`src/rtl/aig_vector_harness_pkg.sv`:
```
// Shared types, constants and next-state helpers for the AIG vector harness.
//   state_e       : harness controller states
//   lfsr_next()   : 21-bit Fibonacci LFSR step (taps 20, 18)
//   misr_next()   : 16-bit MISR step with polynomial 0x1021
package aig_harness_pkg;

  typedef enum logic [1:0] {
    IDLE = 2'd0,
    RUN  = 2'd1,
    DONE = 2'd2
  } state_e;

  localparam int          LFSR_W        = 21;
  localparam int          LFSR_TAP_HI   = 20;
  localparam int          LFSR_TAP_LO   = 18;
  localparam logic [15:0] MISR_POLY     = 16'h1021;
  localparam logic [15:0] MISR_INIT     = 16'hFFFF;
  // An all-zero seed would lock the LFSR, so it is replaced by this value.
  localparam logic [20:0] ZERO_SEED_SUB = 21'h000001;

  function automatic logic [20:0] lfsr_next(input logic [20:0] v);
    return {v[19:0], v[LFSR_TAP_HI] ^ v[LFSR_TAP_LO]};
  endfunction

  function automatic logic [15:0] misr_next(input logic [15:0] m, input logic [15:0] d);
    return {m[14:0], 1'b0} ^ (m[15] ? MISR_POLY : 16'h0000) ^ d;
  endfunction

endpackage

```
`src/rtl/aig_vector_harness_if.sv`:
```
// Record stream from the harness to the dataset logger.
//   rec_valid : record available (harness -> logger)
//   rec_ready : logger accepts record (logger -> harness)
//   rec_data  : {response, vector} record (harness -> logger)
interface aig_vector_harness_if #(
  parameter int W = 31
);
  logic         rec_valid;
  logic         rec_ready;
  logic [W-1:0] rec_data;

  modport master (output rec_valid, output rec_data, input rec_ready);
  modport slave  (input rec_valid, input rec_data, output rec_ready);
endinterface

```
`src/rtl/aig_vector_harness_misr.sv`:
```
// 16-bit multiple-input signature register compacting netlist responses.
//   clk, rst  : clock, synchronous active-high reset (signature -> 0xFFFF)
//   clear_i   : reload the initial value (takes priority over enable_i)
//   enable_i  : fold data_i into the signature this cycle
//   data_i    : NO-bit response, zero-extended to 16 bits
//   sig_o     : current signature
module aig_misr16
  import aig_harness_pkg::*;
#(
  parameter int NO = 10
) (
  input  logic          clk,
  input  logic          rst,
  input  logic          clear_i,
  input  logic          enable_i,
  input  logic [NO-1:0] data_i,
  output logic [15:0]   sig_o
);

  logic [15:0] sig_q;
  logic [15:0] sig_d;

  always_comb begin
    sig_d = sig_q;
    if (clear_i) begin
      sig_d = MISR_INIT;
    end else if (enable_i) begin
      sig_d = misr_next(sig_q, 16'(data_i));
    end
  end

  always_ff @(posedge clk) begin
    if (rst) begin
      sig_q <= MISR_INIT;
    end else begin
      sig_q <= sig_d;
    end
  end

  assign sig_o = sig_q;

endmodule

```
`src/rtl/aig_vector_harness.sv`:
```
// Stimulus/response harness around a combinational benchmark netlist.
// Drives LFSR vectors into the netlist, streams {response, vector} records
// over valid/ready and compacts every transferred response into a MISR.
//   clk, rst     : clock, synchronous active-high reset
//   start        : begin a run (honoured in IDLE or DONE only)
//   num_vectors  : records per run, latched on accepted start
//   seed         : LFSR seed, latched on accepted start
//   vec_out      : registered vector to netlist inputs
//   resp_in      : netlist outputs (combinational from vec_out)
//   rec          : record stream (master side)
//   busy / done  : in RUN / in DONE
//   signature    : MISR value, final when done=1
//   vec_count    : records transferred this run
module aig_vector_harness
  import aig_harness_pkg::*;
#(
  parameter int NI = LFSR_W,
  parameter int NO = 10,
  parameter int CW = 16
) (
  input  logic                  clk,
  input  logic                  rst,
  input  logic                  start,
  input  logic [CW-1:0]         num_vectors,
  input  logic [NI-1:0]         seed,
  output logic [NI-1:0]         vec_out,
  input  logic [NO-1:0]         resp_in,
  aig_vector_harness_if.master  rec,
  output logic                  busy,
  output logic                  done,
  output logic [15:0]           signature,
  output logic [CW-1:0]         vec_count
);

  state_e        state_q, state_d;
  logic [NI-1:0] vec_q, vec_d;
  logic [CW-1:0] cnt_q, cnt_d;
  logic [CW-1:0] nvec_q, nvec_d;
  logic          misr_clr;
  logic          misr_en;
  logic          xfer;

  assign xfer = (state_q == RUN) && rec.rec_ready;

  always_comb begin
    state_d  = state_q;
    vec_d    = vec_q;
    cnt_d    = cnt_q;
    nvec_d   = nvec_q;
    misr_clr = 1'b0;
    misr_en  = 1'b0;
    unique case (state_q)
      IDLE, DONE: begin
        if (start) begin
          nvec_d   = num_vectors;
          cnt_d    = '0;
          misr_clr = 1'b1;
          vec_d    = (seed == '0) ? ZERO_SEED_SUB : seed;
          state_d  = (num_vectors == '0) ? DONE : RUN;
        end
      end
      RUN: begin
        // Without a transfer everything holds, so the netlist response
        // stays stable for however long the logger stalls.
        if (xfer) begin
          misr_en = 1'b1;
          cnt_d   = cnt_q + 1'b1;
          vec_d   = lfsr_next(vec_q);
          if (cnt_d == nvec_q) begin
            state_d = DONE;
          end
        end
      end
      default: state_d = IDLE;
    endcase
  end

  always_ff @(posedge clk) begin
    if (rst) begin
      state_q <= IDLE;
      vec_q   <= '0;
      cnt_q   <= '0;
      nvec_q  <= '0;
    end else begin
      state_q <= state_d;
      vec_q   <= vec_d;
      cnt_q   <= cnt_d;
      nvec_q  <= nvec_d;
    end
  end

  aig_misr16 #(.NO(NO)) u_misr (
    .clk      (clk),
    .rst      (rst),
    .clear_i  (misr_clr),
    .enable_i (misr_en),
    .data_i   (resp_in),
    .sig_o    (signature)
  );

  assign vec_out       = vec_q;
  assign vec_count     = cnt_q;
  assign busy          = (state_q == RUN);
  assign done          = (state_q == DONE);
  assign rec.rec_valid = (state_q == RUN);
  assign rec.rec_data  = {resp_in, vec_q};

endmodule

```
`src/flat_wrapper.sv`:
```
// flat-port wrapper written by rule: the top's interface ports become plain ports
module aig_vector_harness_flat import aig_harness_pkg::*;
#(
  parameter int NI = LFSR_W,
  parameter int NO = 10,
  parameter int CW = 16
)
  (clk, rst, start, num_vectors, seed, vec_out, resp_in, busy, done, signature, vec_count, rec_rec_valid, rec_rec_data, rec_rec_ready);
  aig_vector_harness_if #(.W(NO+NI)) rec_i ();
  input  logic clk;
  input  logic rst;
  input  logic start;
  input  logic [CW-1:0] num_vectors;
  input  logic [NI-1:0] seed;
  output logic [NI-1:0] vec_out;
  input  logic [NO-1:0] resp_in;
  output logic busy;
  output logic done;
  output logic [15:0] signature;
  output logic [CW-1:0] vec_count;
  output wire logic [$bits(rec_i.rec_valid)-1:0] rec_rec_valid;
  output wire logic [$bits(rec_i.rec_data)-1:0] rec_rec_data;
  input wire logic [$bits(rec_i.rec_ready)-1:0] rec_rec_ready;
  assign rec_rec_valid = rec_i.rec_valid;
  assign rec_rec_data = rec_i.rec_data;
  assign rec_i.rec_ready = rec_rec_ready;
  aig_vector_harness #(.NI(NI), .NO(NO), .CW(CW)) u_core (.clk(clk), .rst(rst), .start(start), .num_vectors(num_vectors), .seed(seed), .vec_out(vec_out), .resp_in(resp_in), .rec(rec_i), .busy(busy), .done(done), .signature(signature), .vec_count(vec_count));
endmodule
```
`config.mk`:
```
export PLATFORM = sky130hd
export DESIGN_NAME = aig_vector_harness_flat
export DESIGN_NICKNAME = d
export VERILOG_FILES = /design/src/rtl/aig_vector_harness_pkg.sv /design/src/rtl/aig_vector_harness_if.sv /design/src/rtl/aig_vector_harness_misr.sv /design/src/rtl/aig_vector_harness.sv /design/src/flat_wrapper.sv
export SDC_FILE = /design/constraint.sdc
export NUM_CORES = 1
export LEC_CHECK = 0
export ABC_AREA = 1
export CAP_MARGIN = 20
export CORE_ASPECT_RATIO = 1.2
export CORE_MARGIN = 4
export CORE_UTILIZATION = 41
export DETAILED_ROUTE_END_ITERATION = 10
export GPL_TIMING_DRIVEN = 0
export HOLD_SLACK_MARGIN = 0.05
export PLACE_DENSITY = 0.78
export SLEW_MARGIN = 0
export SYNTH_ARGS = -nofsm -noshare
export SYNTH_HDL_FRONTEND = slang
export SYNTH_HIERARCHICAL = 1
export SYNTH_SLANG_ARGS = --single-unit
```
`constraint.sdc`:
```
create_clock -name clk -period 1.7 [get_ports clk]
set_input_delay 0.34 -clock clk [delete_from_list [all_inputs] [get_ports clk]]
set_output_delay 0.34 -clock clk [all_outputs]
set_load 0.005 [all_outputs]
```
==> reports/qor.yml <==
die:
  io_pins: 138
  core-area_mm2: 0.009176
  die_h_um: 115.2
  dieWidth_um: 97.36
  rows: 38
  initial_utilization: 0.4281
  dieArea_mm2: 0.01122
cells_and_area:
  postLayoutCellArea_mm2: 0.005996
  drive_above_1_share: 0.2200
  fin_util: 0.6534
  finalNonFillerCells: 861
  n_fill_cell: 761
  multi_input_area_mm2: 0.002039
  n_antenna_cell: 0
  nets: 788
  synthToLayoutAreaGrowth_pct: 52.61
  ff_latch_area_mm2: 0.001483
sta:
  finClkSkew_ps: 8.659
  finalMaxSlewViolations: 0
  relSlewSlack: 0.7047
  fin_crit_sh: 1.101
  setup_violations: 7
  fin_ws_ps: -171.5
  grt_setup_unrepaired: "yes"
  worst_pin_slew_ps: 442.9
  hold_viol: 0
  finalCriticalPeriod_ps: 1871
  fmax_mhz: 534.3
route:
  dr.pass1.iters: 7
  vias_per_cell: 5.186
  via_count: 4465
  wl_mm: 12.52
  ant_nets: 0
  first_iter_violations: 222
  drc: 0
  routedWlPerCell_um: 14.54
power_and_ir_drop:
  p_per_area_mw_per_mm2: 761.2
  finalPower_mw: 4.564
  leakage_nw: 2.506
  ir_drop_mv: 0.3862
critical_path:
  cp_max_fo: 5
  endpoint_kind: "register"
  critPathRequiredTime_ps: 1970
  critPathKind: "register to register"
  critPathArrivalTime_ps: 2140
  cp-start-kind: "register"
status:
  violations: "setup timing"
  outcome: "complete, but fails checks"
logic_synthesis:
  avgSynthCellArea_um2: 6.809
  ys.flop_type: "dfxtp_1"
  synth.area.top_cells: "dfxtp_1, nand2_1, o21ai_0"
  syn_nets: 629
  yosysWarningCount: 6
  yosysTopAreaCell: "dfxtp_1"
  ys_top_cells_by_count: "nand2_1, dfxtp_1, inv_1"
  ys_seq_area_frac: 0.3618
  synth_seq_cells: 71
  synth_top_area_frac: 0.3618
  yosys.cell_count.top_type: "nand2_1"
  async_flop_share: 0
  synth_area_mm2: 0.003929
  syn_inst: 577
  synth_cell_types: 28
  synth_edf_count: 0
place:
  dpl_cell_area_mm2: 0.005456
  dpl.hpwl_mm: 9.081
  dp_worst_setup_slack_ps: -589.6
  port_buffers: 137
  placed_cells: 834
  place_congestion: 0.9205
clock_tree:
  postCtsHoldBufs: 0
  numCtsBuffers: 9
  clock_sinks: 71
  clk_pin_slew_ps: 80
  clock_latency_ps: 340
  cts_tree: "done"
  cts_max_path_buffers: 2
  clockRootBuffer: "clkbuf_8"
  ctsHtreeMaxLevel: 3
grt:
  overflow: 0
  grt_max_degree: 17
  grtUsageTotal: 0.2165
  grt_pass1_vias: 4374
  grt_antenna_before_repair: 0
  grt_pass1_wl_mm: 20.17
worst_hold_path:
  hold_path_class: "input pin to register"
job:
  drv_cap: 0
==> flip-flops by register name (all words and copies together) (netlist names) <==
name	count
u_core/state_q	2
u_core/vec_out	21
u_core/nvec_q	16
u_core/vec_count	16
u_core/u_misr/sig_o	16
==> per-stage QoR <==
step	TNS, ps	hold slack [ps]
final	-354.4	380.7
after floorplan	0	446.7
after global routing	-2574	408.4
after global placement	-32140	469.1
after detailed placement	-33800	472.2
after CTS	-195.7	372.8
==> critical path: stages (launching register included) <==
cell	delay, ps
dfxtp_4	380
ha_4	160
nand2_4	80
nor2_4	230
nand2_2	100
nand3_2	70
nand2_1	50
inv_1	40
nand2_1	50
nor2_1	100
nand3_1	90
nor2_1	110
nand2_1	100
nand2_2	80
nand2_1	60
a21oi_2	100
==> logic make-up (layout without fill, tap and decap cells) <==
| family | count (synthesis) | in the layout | share of synthesized area |
|---|---|---|---|
| compound gates | 134 | 134 | 0.1806 |
| flops | 71 | 71 | 0.3618 |
| xor+xnor | 6 | 6 | 0.02038 |
| buf+inv | 116 | 279 | 0.1462 |
| simple gates | 249 | 250 | 0.2879 |
| fa+ha+maj | 1 | 1 | 0.003184 |
==> routing by layer <==
layer | GRT usage | part of all wire | vias to the layer above
met4 | 0.08587 | 0.024 | 0
met2 | 0.3928 | 0.50 | 210
met3 | 0.05279 | 0.075 | 35
met1 | 0.2450 | 0.40 | 2032
met5 | 0 | 0 | -
li1 | - | - | 2188
==> timing repair <==
| item | 4_1_cts | 5_1_grt |
|---|---|---|
| pin swaps | 4 | 14 |
| endpoints found under the setup margin | 101 | 80 |
| gates resized for setup | 63 | 51 |
| setup buffers | 5 | 6 |
| gates cloned | 1 | 0 |
==> layout by cell type (no fill, tap or decap), types with 3 or more instances in the layout <==
cell type        count
nand2_1            141
xor2_1               4
o21ai_1              4
nor4_1               7
clkinvlp_4           4
nand3b_1             5
clkbuf_8            11
o21ai_0             54
dfxtp_1             34
clkbuf_2             6
buf_12               3
clkdlybuf4s50_1    122
a31oi_1             16
nor2_1              19
inv_1               56
inv_2                3
a21oi_1             53
a21oi_2              6
buf_2                5
dlygate4sd2_1       13
dfxtp_4              6
nand3_2              3
buf_6                4
nor2_2               3
buf_4               44
nand3_1             33
nand2_2             14
dfxtp_2             31
nand4_1              9
nor2_4               9
clkbuf_1             4
==> where the power goes <==
group	switching (mW)	leakage [nW]	internal [mW]
clock	0.645	0.112	0.904
combinational	0.472	1.80	0.625
sequential	0.129	0.598	1.79
==> path summary, 6_finish.rpt <==
path | start | endpoint | slack [ps] | cells after the start
max | u_core/vec_count[1]$_SDFFE_PP0P_ | u_core/state_q[1]$_SDFFE_PP0P_ | -170 | 15
min | resp_in[7] | u_core/u_misr/sig_o[7]$_SDFFE_PP1P_ | 380 | 3
max reg2reg | u_core/vec_count[1]$_SDFFE_PP0P_ | u_core/state_q[1]$_SDFFE_PP0P_ | -170 | 15
min reg2reg | u_core/u_misr/sig_o[14]$_SDFFE_PP1P_ | u_core/u_misr/sig_o[14]$_SDFFE_PP1P_ | 480 | 2
==> cell type report <==
| cell class | count | area share |
|---|---|---|
| well taps | 120 | 0.02504 |
| flip-flops and latches | 71 | 0.2473 |
| clock inverters | 5 | 0.01336 |
| clock buffers | 11 | 0.02525 |
| multi-input cells | 391 | 0.3402 |
| plain buffers | 54 | 0.06636 |
| inverters | 61 | 0.03944 |
| repair buffers | 148 | 0.2431 |
(Power assumes the default switching activity.)
